<file path="config.mk">
export PLATFORM = sky130hd
export DESIGN_NAME = frac_cen_gen
export DESIGN_NICKNAME = d
export VERILOG_FILES = /design/src/rtl/frac_cen_gen.sv
export SDC_FILE = /design/constraint.sdc
export NUM_CORES = 1
export LEC_CHECK = 0
export BUFFER_PORTS_ARGS = -buffer_cell sky130_fd_sc_hd__buf_2
export CAP_MARGIN = 20
export CORE_ASPECT_RATIO = 0.75
export CORE_MARGIN = 4
export CORE_UTILIZATION = 45
export DETAILED_ROUTE_END_ITERATION = 16
export PLACE_DENSITY = 0.61
export SLEW_MARGIN = 25
export SYNTH_ARGS = -nofsm -noshare
export SYNTH_HDL_FRONTEND = slang
export SYNTH_SLANG_ARGS = --single-unit
</file>
<file path="constraint.sdc">
create_clock -name clk -period 3.8 [get_ports clk]
set_input_delay 0.19 -clock clk [delete_from_list [all_inputs] [get_ports clk]]
set_output_delay 0.19 -clock clk [all_outputs]
set_load 0.05 [all_outputs]
</file>
<file path="src/rtl/frac_cen_gen.sv">
// Fractional clock-enable generator: one-cycle pulses at average rate f_clk*n/m,
// plus binary sub-multiples of that rate and a mid-period (180 degree) pulse.
module frac_cen_gen #(
  parameter int W  = 2,
  parameter int WN = 10
) (
  input  logic          clk,
  input  logic          rst,
  input  logic [WN-1:0] n,
  input  logic [WN-1:0] m,
  output logic [W-1:0]  cen,
  output logic [W-1:0]  cenb
);

  logic [WN:0]  acc;
  logic [WN:0]  next;
  logic [WN:0]  n_ext;
  logic [WN:0]  m_ext;
  logic         half;
  logic [W-1:0] edgecnt;
  logic [W-1:0] toggle;
  logic         over;
  logic         halfway;
  logic         recover;

  always_comb begin
    n_ext   = {1'b0, n};
    m_ext   = {1'b0, m};
    next    = acc + n_ext;
    over    = (next >= m_ext);
    halfway = (next >= {2'b00, m[WN-1:1]}) && !half;
    // Bits of edgecnt that rise on the next increment select which sub-rate outputs fire.
    toggle  = (edgecnt + W'(1)) & ~edgecnt;
    // m+n cannot overflow WN+1 bits, so this bound is exact.
    recover = (acc >= (m_ext + n_ext));
  end

  always_ff @(posedge clk) begin
    if (rst) begin
      acc     <= '0;
      half    <= 1'b0;
      edgecnt <= '0;
      cen     <= '0;
      cenb    <= '0;
    end else begin
      cen  <= '0;
      cenb <= '0;
      if (recover) begin
        acc <= '0;
      end else if (halfway) begin
        half    <= 1'b1;
        cenb[0] <= 1'b1;
      end
      // Wrap-around takes precedence over the recovery clear.
      if (over) begin
        acc     <= next - m_ext;
        half    <= 1'b0;
        edgecnt <= edgecnt + W'(1);
        cen     <= {toggle[W-2:0], 1'b1};
      end else if (!recover) begin
        acc <= next;
      end
    end
  end

endmodule

</file>
Yosys cells after proc, flatten, opt, wreduce, memory -nomap -nowiden

Index checks and enable logic that the tools add are counted.

Bitwise gates (word level): 4
Reductions and logical operators: 6
Add/sub/neg operators: 4
$lt $le $gt $ge: 3
Multiplexer cells: 4

Operators by type and width:

| cell                                                           | count |
|---|---|
| 11-bit two-way mux                                             | 2 |
| 10-bit by 10-bit adder with 11-bit output                      | 1 |
| 11-bit by 10-bit adder with 11-bit output                      | 1 |
| 11-bit by 10-bit >= comparator with 1-bit output               | 1 |
| 11-bit >= comparator                                           | 1 |
| 11-bit by 9-bit >= comparator with 1-bit output                | 1 |
| 11-bit by 10-bit subtractor with 11-bit output                 | 1 |
| 2-bit OR reduction                                             | 3 |
| 1-bit inverter                                                 | 3 |
| 2-bit by 1-bit adder with 2-bit output (second input constant) | 1 |
| 1-bit two-way mux                                              | 2 |
| 2-bit AND reduction                                            | 1 |
| 1-bit bitwise AND                                              | 1 |
| 1-bit logical AND                                              | 1 |
| 1-bit logical NOT                                              | 1 |

Input bits: 22
Logic and storage cells: 28
Flip-flop bits (word level): 18

Logic depth before layout (Yosys ltp)

Gate-level depths: netlist of the first run.

Word-level depth: 4
Depth in mapped cells: 18

Least setup slack after synthesis of the first run

Ideal clock, no wire load.

Kind: register to register
Start point: reg acc[0]
End point: reg acc[4]
Period minus slack after synthesis: 3.341 ns
Required time: 3.708 ns
Setup time: 0.092 ns
Slack: 0.459 ns
Data arrival time: 3.249 ns
Cell stages (with the launch flop): 17
Cells stage by stage: dfxtp_1 -> ha_1 -> inv_1 -> fa_1 -> nor2b_1 -> o2111ai_1 -> nand2_1 -> xor2_1 -> ha_1 -> or4_4 -> o21ai_4 -> o21ai_2 -> a2111oi_4 -> buf_6 -> buf_4 -> nand2_1 -> o32ai_1

Cells in the longest elaborated chain, start to end: 3
Elaborated cells between the ends (all ways): 6
Classes of those cells: add/sub: 2; order compare: 2; mux: 2

Ends and longest elaborated chain:

| item                                                                                     | line   | source |
|---|---|---|
| from (decl)                                                                              | 15     | `logic [WN:0] acc;` |
| from (signal assigned)                                                                   | 56     | `acc <= next - m_ext;` |
| from (signal assigned)                                                                   | 61     | `acc <= next;` |
| 11-bit by 10-bit adder with 11-bit output / 11-bit >= comparator (equally long branches) | 29, 35 |  |
| 11-bit by 10-bit subtractor with 11-bit output (tied with other cells)                   | 56     |  |
| 11-bit two-way mux (*)                                                                   | 55     | `if (over) begin` |

Every way passes the cells marked *; elsewhere a longest branch is shown, timed or not.
A chain may end at the register's enable or synchronous reset.

Worst setup path in the final report of the first run

Start point: reg acc[0]
End point: reg acc[1]

The elaborated chain is that of the path after synthesis.

==> results of run 1 <==
==> worst max path at each step <==
stage            from      to  cells past startpoint
6_report       acc[0]  acc[1]                     16
5_1_grt        acc[4]  acc[8]                     15
4_1_cts        acc[0]  acc[8]                     15
3_5_place_dp   acc[0]  acc[8]                     15
3_3_place_gp     n[0]  acc[4]                     16
2_1_floorplan  acc[0]  acc[4]                     16
==> worst register-to-register path, cell delays in order (launching register included) <==
cell       delay (ns)
dfxtp_1          0.34
ha_1             0.16
inv_1            0.05
fa_2             0.35
nor2b_2          0.14
o2111ai_1        0.14
nand2_1          0.16
xor2_1           0.12
ha_2             0.21
or4_4            0.53
o21ai_4          0.16
o21ai_2          0.10
a2111oi_4        0.43
clkbuf_16        0.24
buf_12           0.11
mux2i_1          0.17
nor2_1           0.06
==> Yosys cell counts, drive strengths merged, types with 3 or more instances <==
cell type	number	area, µm²
xor2	12	105
nand4	3	18.8
nor3	6	30.0
or3	5	31.3
mux2i	3	30.0
nor2	17	63.8
nand2	20	75.1
a21o	9	67.6
o21a	3	22.5
a21oi	22	110
fa	3	60.1
o32ai	5	43.8
o21ai	15	90.1
clkbuf	3	11.3
nand2b	4	25.0
a211o	3	26.3
xnor2	10	87.6
ha	50	626
buf	3	26.3
dfxtp	16	320
nor2b	6	37.5
or2	3	18.8
inv	25	93.8
nand3	3	15.0
==> power by group through the flow <==
stage	Combinational [mW]	Clock (mW)	Sequential [mW]
floorplan	1.40	0	0.323
global placement	1.82	0	0.291
detailed placement	1.82	0	0.292
CTS	1.84	0.159	0.289
global route	2.31	0.165	0.298
finish	2.09	0.158	0.288
==> state kept, by name, indices dropped and copies added, names as in the netlist <==
signal   cells
acc         11
edgecnt      1
cenb         1
cen          2
half         1
==> routing by layer <==
metal / GRT usage / up-vias / routed length, µm
met4: 0.0424 / 0 / 24
met3: 0.0226 / 5 / 318
met5: 0 / - / 0
met1: 0.279 / 958 / 3030
met2: 0.248 / 53 / 2260
li1: - / 1077 / -
==> stage by stage <==
| step | cell area (µm²) | worst slack [ns] | TNS [ns] | instances | hold WS, ns |
|---|---|---|---|---|---|
| after floorplan | 2300 | 0.459 | 0 | 279 | 0.402 |
| after global placement | 2490 | 0.248 | 0 | 360 | 0.419 |
| after detailed placement | 2490 | 0.165 | 0 | 360 | 0.421 |
| after CTS | 2550 | 0.156 | 0 | 364 | 0.302 |
| after global routing | 2660 | -0.00363 | -0.00363 | 368 | 0.342 |
| final | 2660 | 0.199 | 0 | 368 | 0.305 |
==> kinds of logic after synthesis <==
kind of cell,after synthesis,share of synthesized area
AOI/OAI and AO/OA,82,0.257
xor gates and xnor gates,22,0.0838
adders and majority gates,53,0.298
buffers and inverters,31,0.0571
DFF,16,0.139
muxes,3,0.0131
other,1,0.00163
and+or+nand+nor,71,0.150
==> area by class of cell <==
class | count | area [µm²] | area share
Multi-Input combinational cell | 232 | 1880 | 0.707
Timing Repair Buffer | 31 | 233 | 0.0877
Clock buffer | 4 | 55.1 | 0.0207
Inverter | 25 | 93.8 | 0.0353
Sequential cell | 16 | 320 | 0.121
Tap cell | 60 | 75.1 | 0.0283
==> what timing repair did <==
item	in CTS	in global routing
gates resized for setup	0	9
hold buffers	0	0
buffers inserted	0	3
setup endpoints to repair	0	9
==> qor.csv, run 1 <==
stage;metric;value;unit
timing;tightest_slew;0.520;ns
pwr;internal_power;1.30;mW
pwr;p_clk_frac;0.062;
synth;synth_area;2300;µm²
clock_tree;cts.clk_slew.worst_paths;0.07;ns
setup_path;crit_type;flip-flop to flip-flop;
layout;mostFrequentLayoutCells;ha_1 (47), inv_1 (24), buf_2 (24);
synth;synth_warnings;0;
drt;routed_wl;5640;µm
place;portBuffers;24;
floorplanning;die_h;69.9;µm
timing;final_hold_viol_count;0;
worst_hold_path;min-delay-start;rst;
drt;via_count;2093;
synth;async_flop_share;0;
worst_hold_path;min_to;edgecnt[0];
floorplanning;core;4930;µm²
drt;via_per_inst;5.69;
pwr;switching_share;0.485;
pwr;peakVddDrop;0.566;mV
timing;finalSetupViolCount;0;
worst_hold_path;holdPathStages;2;
timing;fmax;278;MHz
drt;drt_iter0_drc;71;
setup_path;rr_endpoint;acc[1];
setup_path;max_stage_delay;0.53;ns
setup_path;arrival;3.74;ns
floorplanning;start_util;0.467;
setup_path;critPathRequiredTime;3.94;ns
floorplanning;die_area;6330;µm²
pwr;p_sw;1.23;mW
setup_path;r2r_slack;0.20;ns
global_route;grt_usage;0.177;
setup_path;start_kind;flip-flop;
global_route;grt_max_degree;21;
layout;area_delta_synth_final;15.5;%
synth;ys.flop_type;dfxtp_1;
pwr;seqPwrFrac;0.114;
setup_path;critical-path-top-delay-family;simple AND/OR/NAND/NOR gates;
pwr;powerDensity;955;nW/µm²
timing;max_slew_margin;0.652;
synth;synth_cells;279;
clock_tree;tritoncts;done;
synth;postSynthNetCount;354;
layout;num-fill-cells;499;
setup_path;end_kind;flip-flop;
timing;fin_skew;0.00273;ns
floorplanning;dieWidth;90.5;µm
setup_path;critical_path_buf_inv_count;3;
setup_path;slowest_stage;or4_4;
floorplanning;core.rowCount;22;
timing;fin_crit;3.60;ns
pwr;power;2.53;mW
drt;ant_nets;0;
synth;ys_types;49;
synth;avgSynthCellArea;8.24;µm²
layout;fin_util;0.539;
job;cap_violations;0;
global_route;grt_pass1_wl;9200;µm
layout;insertedDiodeCount;0;
clock_tree;cts_buffers;3;
drt;drc;0;
synth;synth-edff-count;0;
layout;drive_gt1_frac;0.172;
clock_tree;cts_buffer_depth;2;
global_route;overflow;0;
timing;finalMaxSlewViolations;0;
synth;ys_seq_elements;16;
synth;synth-seq-area-share;0.139;
global_route;grt_pass1_vias;1909;
drt;wl_per_cell;15.3;µm
clock_tree;clock_sinks;16;
setup_path;r2r-start;acc[0];
setup_path;cp_cell_sequence;ha_1 -> inv_1 -> fa_2 -> nor2b_2 -> o2111ai_1 -> nand2_1 -> xor2_1 -> ha_2 -> or4_4 -> o21ai_4 -> o21ai_2 -> a2111oi_4 -> clkbuf_16 -> buf_12 -> mux2i_1 -> nor2_1;
global_route;antenna_found_initial;0;
pwr;combPwrFrac;0.824;
place;gp_congestion;0.959;
worst_hold_path;hold_class;input pin to flip-flop;
pwr;p_leak;1.31;nW
clock_tree;cts-root-buf;clkbuf_8;
drt;drt_pre_antenna_iters;4;
run_status;outcome;finished, final reports clean;
layout;finalNetCount;384;
timing;fin_crit_sh;0.948;
clock_tree;clk_latency;0.25;ns
layout;layout_commonest_cell;ha_1;
floorplanning;io_pins;26;
setup_path;worstRegToRegCells;16;
clock_tree;htreeDepth;1;
setup_path;critical_path.max_fanout;7;
place;post-dp-hpwl;4660;µm
Power figures use the tool's default switching activity.
==> run 2, diff against run 1 <==
--- a/config.mk
+++ b/config.mk
@@ -5,13 +5,14 @@
 export SDC_FILE = /design/constraint.sdc
 export NUM_CORES = 1
 export LEC_CHECK = 0
+export ABC_AREA = 1
 export BUFFER_PORTS_ARGS = -buffer_cell sky130_fd_sc_hd__buf_2
 export CAP_MARGIN = 20
 export CORE_ASPECT_RATIO = 0.75
 export CORE_MARGIN = 4
 export CORE_UTILIZATION = 45
 export DETAILED_ROUTE_END_ITERATION = 16
-export PLACE_DENSITY = 0.61
+export PLACE_DENSITY = 0.62
 export SLEW_MARGIN = 25
 export SYNTH_ARGS = -nofsm -noshare
 export SYNTH_HDL_FRONTEND = slang
==> run 2 against run 1 <==
Worst hold slack lost 0.011 ns. Largest cell class unchanged. Clock power is essentially flat. Via count grew 34%. Power grew 0.53%. Sequential cell count is the same. First-iteration DRC count grew to 2.7 times the previous value. Fmax grew 3.3%.
==> qor.csv, run 2 <==
stage;metric;value;unit;change
timing;timing.final.ws_setup;0.313;ns;was 0.199 ns
run_status;outcome;finished, final reports clean;;unchanged
clock_tree;cts_buffers;3;;unchanged
floorplanning;start_util;0.476;;was 0.467
global_route;grt_max_degree;15;;was 21
clock_tree;clock_sinks;16;;unchanged
clock_tree;tritoncts;done;;unchanged
drt;drt_iter0_drc;189;;was 71
setup_path;start_kind;flip-flop;;unchanged
layout;reg.largest.list;acc (11), cen (2);;unchanged
synth;synthSimpleGateAreaFrac;0.355;;was 0.150
global_route;grt_pass1_wl;12000;µm;was 9200 µm
drt;wl_per_cell;13.6;µm;was 15.3 µm
synth;yosys.cell_count.top_type;nand2_1;;was ha_1
synth;synth_top_family_by_area;simple AND/OR/NAND/NOR gates;;was adder cells
place;portBuffers;24;;unchanged
floorplanning;die_area;7640;µm²;was 6330 µm²
layout;mostFrequentLayoutCells;nand2_1 (105), inv_1 (77), ha_1 (50);;was ha_1 (47), inv_1 (24), buf_2 (24)
synth;synth_top_cell_area_share;0.221;;was 0.272
synth;synth-seq-area-share;0.113;;was 0.139
worst_hold_path;hold_class;input pin to flip-flop;;unchanged
timing;tns;0;ns;unchanged
timing;finalSetupViolCount;0;;unchanged
floorplanning;io_pins;26;;unchanged
setup_path;crit_type;flip-flop to flip-flop;;unchanged
drt;via_per_inst;5.20;;was 5.69
synth;synth_cells;439;;was 279
worst_hold_path;holdPathStages;2;;unchanged
global_route;overflow;0;;unchanged
clock_tree;holdBufCountCts;0;;unchanged
global_route;grt_usage;0.192;;was 0.177
layout;drive_gt1_frac;0.138;;was 0.172
timing;fin_crit;3.49;ns;was 3.60 ns
place;gp_congestion;0.896;;was 0.959
drt;drc;0;;unchanged
timing;hold_ws;0.295;ns;was 0.305 ns
timing;max_slew_margin;0.632;;was 0.652
setup_path;critPathRequiredTime;3.99;ns;was 3.94 ns
pwr;peakVddDrop;0.354;mV;was 0.566 mV
layout;finalNetCount;539;;was 384
timing;fmax;287;MHz;was 278 MHz
clock_tree;cts.clk_slew.worst_paths;0.07;ns;about the same
timing;fin_crit_sh;0.918;;was 0.948
global_route;antenna_found_initial;0;;unchanged
timing;tightest_slew;0.550;ns;was 0.520 ns
layout;area_delta_synth_final;9.02;%;was 15.5%
synth;ys_seq_elements;16;;unchanged
synth;avgSynthCellArea;6.45;µm²;was 8.24 µm²
floorplanning;dieWidth;99.6;µm;was 90.5 µm
synth;synth_warnings;0;;unchanged
global_route;grt_pass1_vias;2437;;was 1,909
synth;synth-edff-count;0;;unchanged
layout;regMostFlops;acc;;unchanged
timing;fin_skew;0.00175;ns;was 0.00273 ns
place;post-dp-hpwl;6400;µm;was 4660 µm
synth;yosys-top-cells-area;ha_1 (22%), nand2_1 (14%), dfxtp_1 (11%);;was ha_1 (27%), dfxtp_1 (14%), a21oi_1 (4.8%)
layout;num-fill-cells;612;;was 499
drt;ant_nets;0;;unchanged
layout;insertedDiodeCount;0;;unchanged
drt;drt_pre_antenna_iters;5;;was 4
layout;largest_register_ffs;11;;unchanged
synth;synth_adder_area_share;0.242;;was 0.298
synth;synth_area_leader_cell;ha_1;;unchanged
synth;synth_area;2830;µm²;was 2300 µm²
synth;postSynthNetCount;514;;was 354
timing;finalMaxSlewViolations;0;;unchanged
timing;grt_setup_unrepaired;no;;
pwr;powerDensity;826;nW/µm²;was 955 nW/µm²
drt;via_count;2813;;was 2,093
setup_path;arrival;3.68;ns;was 3.74 ns
clock_tree;clk_latency;0.26;ns;was 0.25 ns
pwr;p_leak;1.76;nW;was 1.31 nW
layout;layout_commonest_cell;nand2_1;;was ha_1
place;pre_cts_ws;0.273;ns;was 0.165 ns
synth;synth_commonest_cells;nand2_1 (105), inv_1 (77), ha_1 (50), nor2_1 (37), nand3_1 (30);;was ha_1 (50), inv_1 (24), a21oi_1 (22), nand2_1 (20), nor2_1 (17)
setup_path;critical_path.max_fanout;11;;was 7
setup_path;end_kind;flip-flop;;unchanged
synth;ys_types;34;;was 49
synth;synth_xor_area_frac;0.0557;;was 0.0838
floorplanning;die_h;76.7;µm;was 69.9 µm
synth;ys.flop_type;dfxtp_1;;unchanged
synth;async_flop_share;0;;unchanged
synth;muxShareOfSynthArea;0;;was 0.0131
timing;final_hold_viol_count;0;;unchanged
job;cap_violations;0;;unchanged
clock_tree;htreeDepth;1;;unchanged
floorplanning;core;5950;µm²;was 4930 µm²
drt;routed_wl;7380;µm;was 5640 µm
clock_tree;cts_buffer_depth;2;;unchanged
clock_tree;cts-root-buf;clkbuf_8;;unchanged
synth;synth_compound_area_frac;0.115;;was 0.257
setup_path;worstRegToRegCells;21;;was 16
floorplanning;core.rowCount;24;;was 22
## run 2: timing repair
item                                    in CTS  in global routing
resized for setup                            0                  1
endpoints found under the setup margin       0                  7
hold endpoints to repair                     0                  0
setup buffers                                0                  1
## run 2: path summary, 6_finish.rpt
path | start | endpoint | slack (ns)
max reg2reg | acc[0] | acc[1] | 0.31
max | acc[0] | acc[1] | 0.31
min | rst | acc[6] | 0.29
min reg2reg | half | half | 0.48
## run 2: worst max-delay path: stages, from the launching register on
cell	delay [ns]
dfxtp_1	0.36
ha_1	0.26
inv_1	0.08
fa_1	0.41
inv_1	0.17
nand3_1	0.09
nand3_1	0.13
nand2_1	0.11
nand2_1	0.07
nand2_1	0.04
nand2_1	0.08
inv_1	0.06
ha_1	0.38
nand2_1	0.11
nor2_1	0.15
nand3_1	0.13
nand3_1	0.16
nand2_4	0.14
nand3_4	0.13
buf_12	0.15
nand2_1	0.07
a21oi_1	0.14
## run 2: layer usage
| metal | routed length, µm | up-vias | track usage |
|---|---|---|---|
| li1 | - | 1473 | - |
| met5 | 0 | - | 0 |
| met1 | 4020 | 1242 | 0.309 |
| met2 | 2860 | 92 | 0.268 |
| met4 | 46 | 0 | 0.0246 |
| met3 | 455 | 6 | 0.0290 |
## run 2: layout make-up
| class | count | area (µm²) | area share |
|---|---|---|---|
| clock buffer | 4 | 55.1 | 0.0178 |
| tap | 78 | 97.6 | 0.0316 |
| sequential | 16 | 320 | 0.104 |
| inverter | 78 | 293 | 0.0949 |
| multi-input combinational | 340 | 2180 | 0.706 |
| timing repair buffer | 25 | 140 | 0.0454 |
## run 2: logic make-up after synthesis
| group | after synthesis |
|---|---|
| adder cells (fa/ha/maj) | 53 |
| AO/OA/AOI/OAI | 54 |
| buffers and inverters | 83 |
| XOR/XNOR | 18 |
| AND/OR/NAND/NOR | 214 |
| flip-flops | 16 |
| other | 1 |
## run 2: report_power, final
part	switching, mW	internal (mW)	leakage [nW]
sequential	0.0423	0.243	0.133
clock	0.0648	0.0921	0.0288
combinational	1.32	0.783	1.59
## run 2: metrics by stage
step	std cells	area (µm²)	total power [mW]	util
floorplan	439	2830	1.95	-
global route	541	3090	2.81	0.519
detailed placement	536	3010	2.31	0.505
CTS	540	3060	2.48	0.515
finish	541	3090	2.55	0.519
global placement	536	3010	2.28	0.505
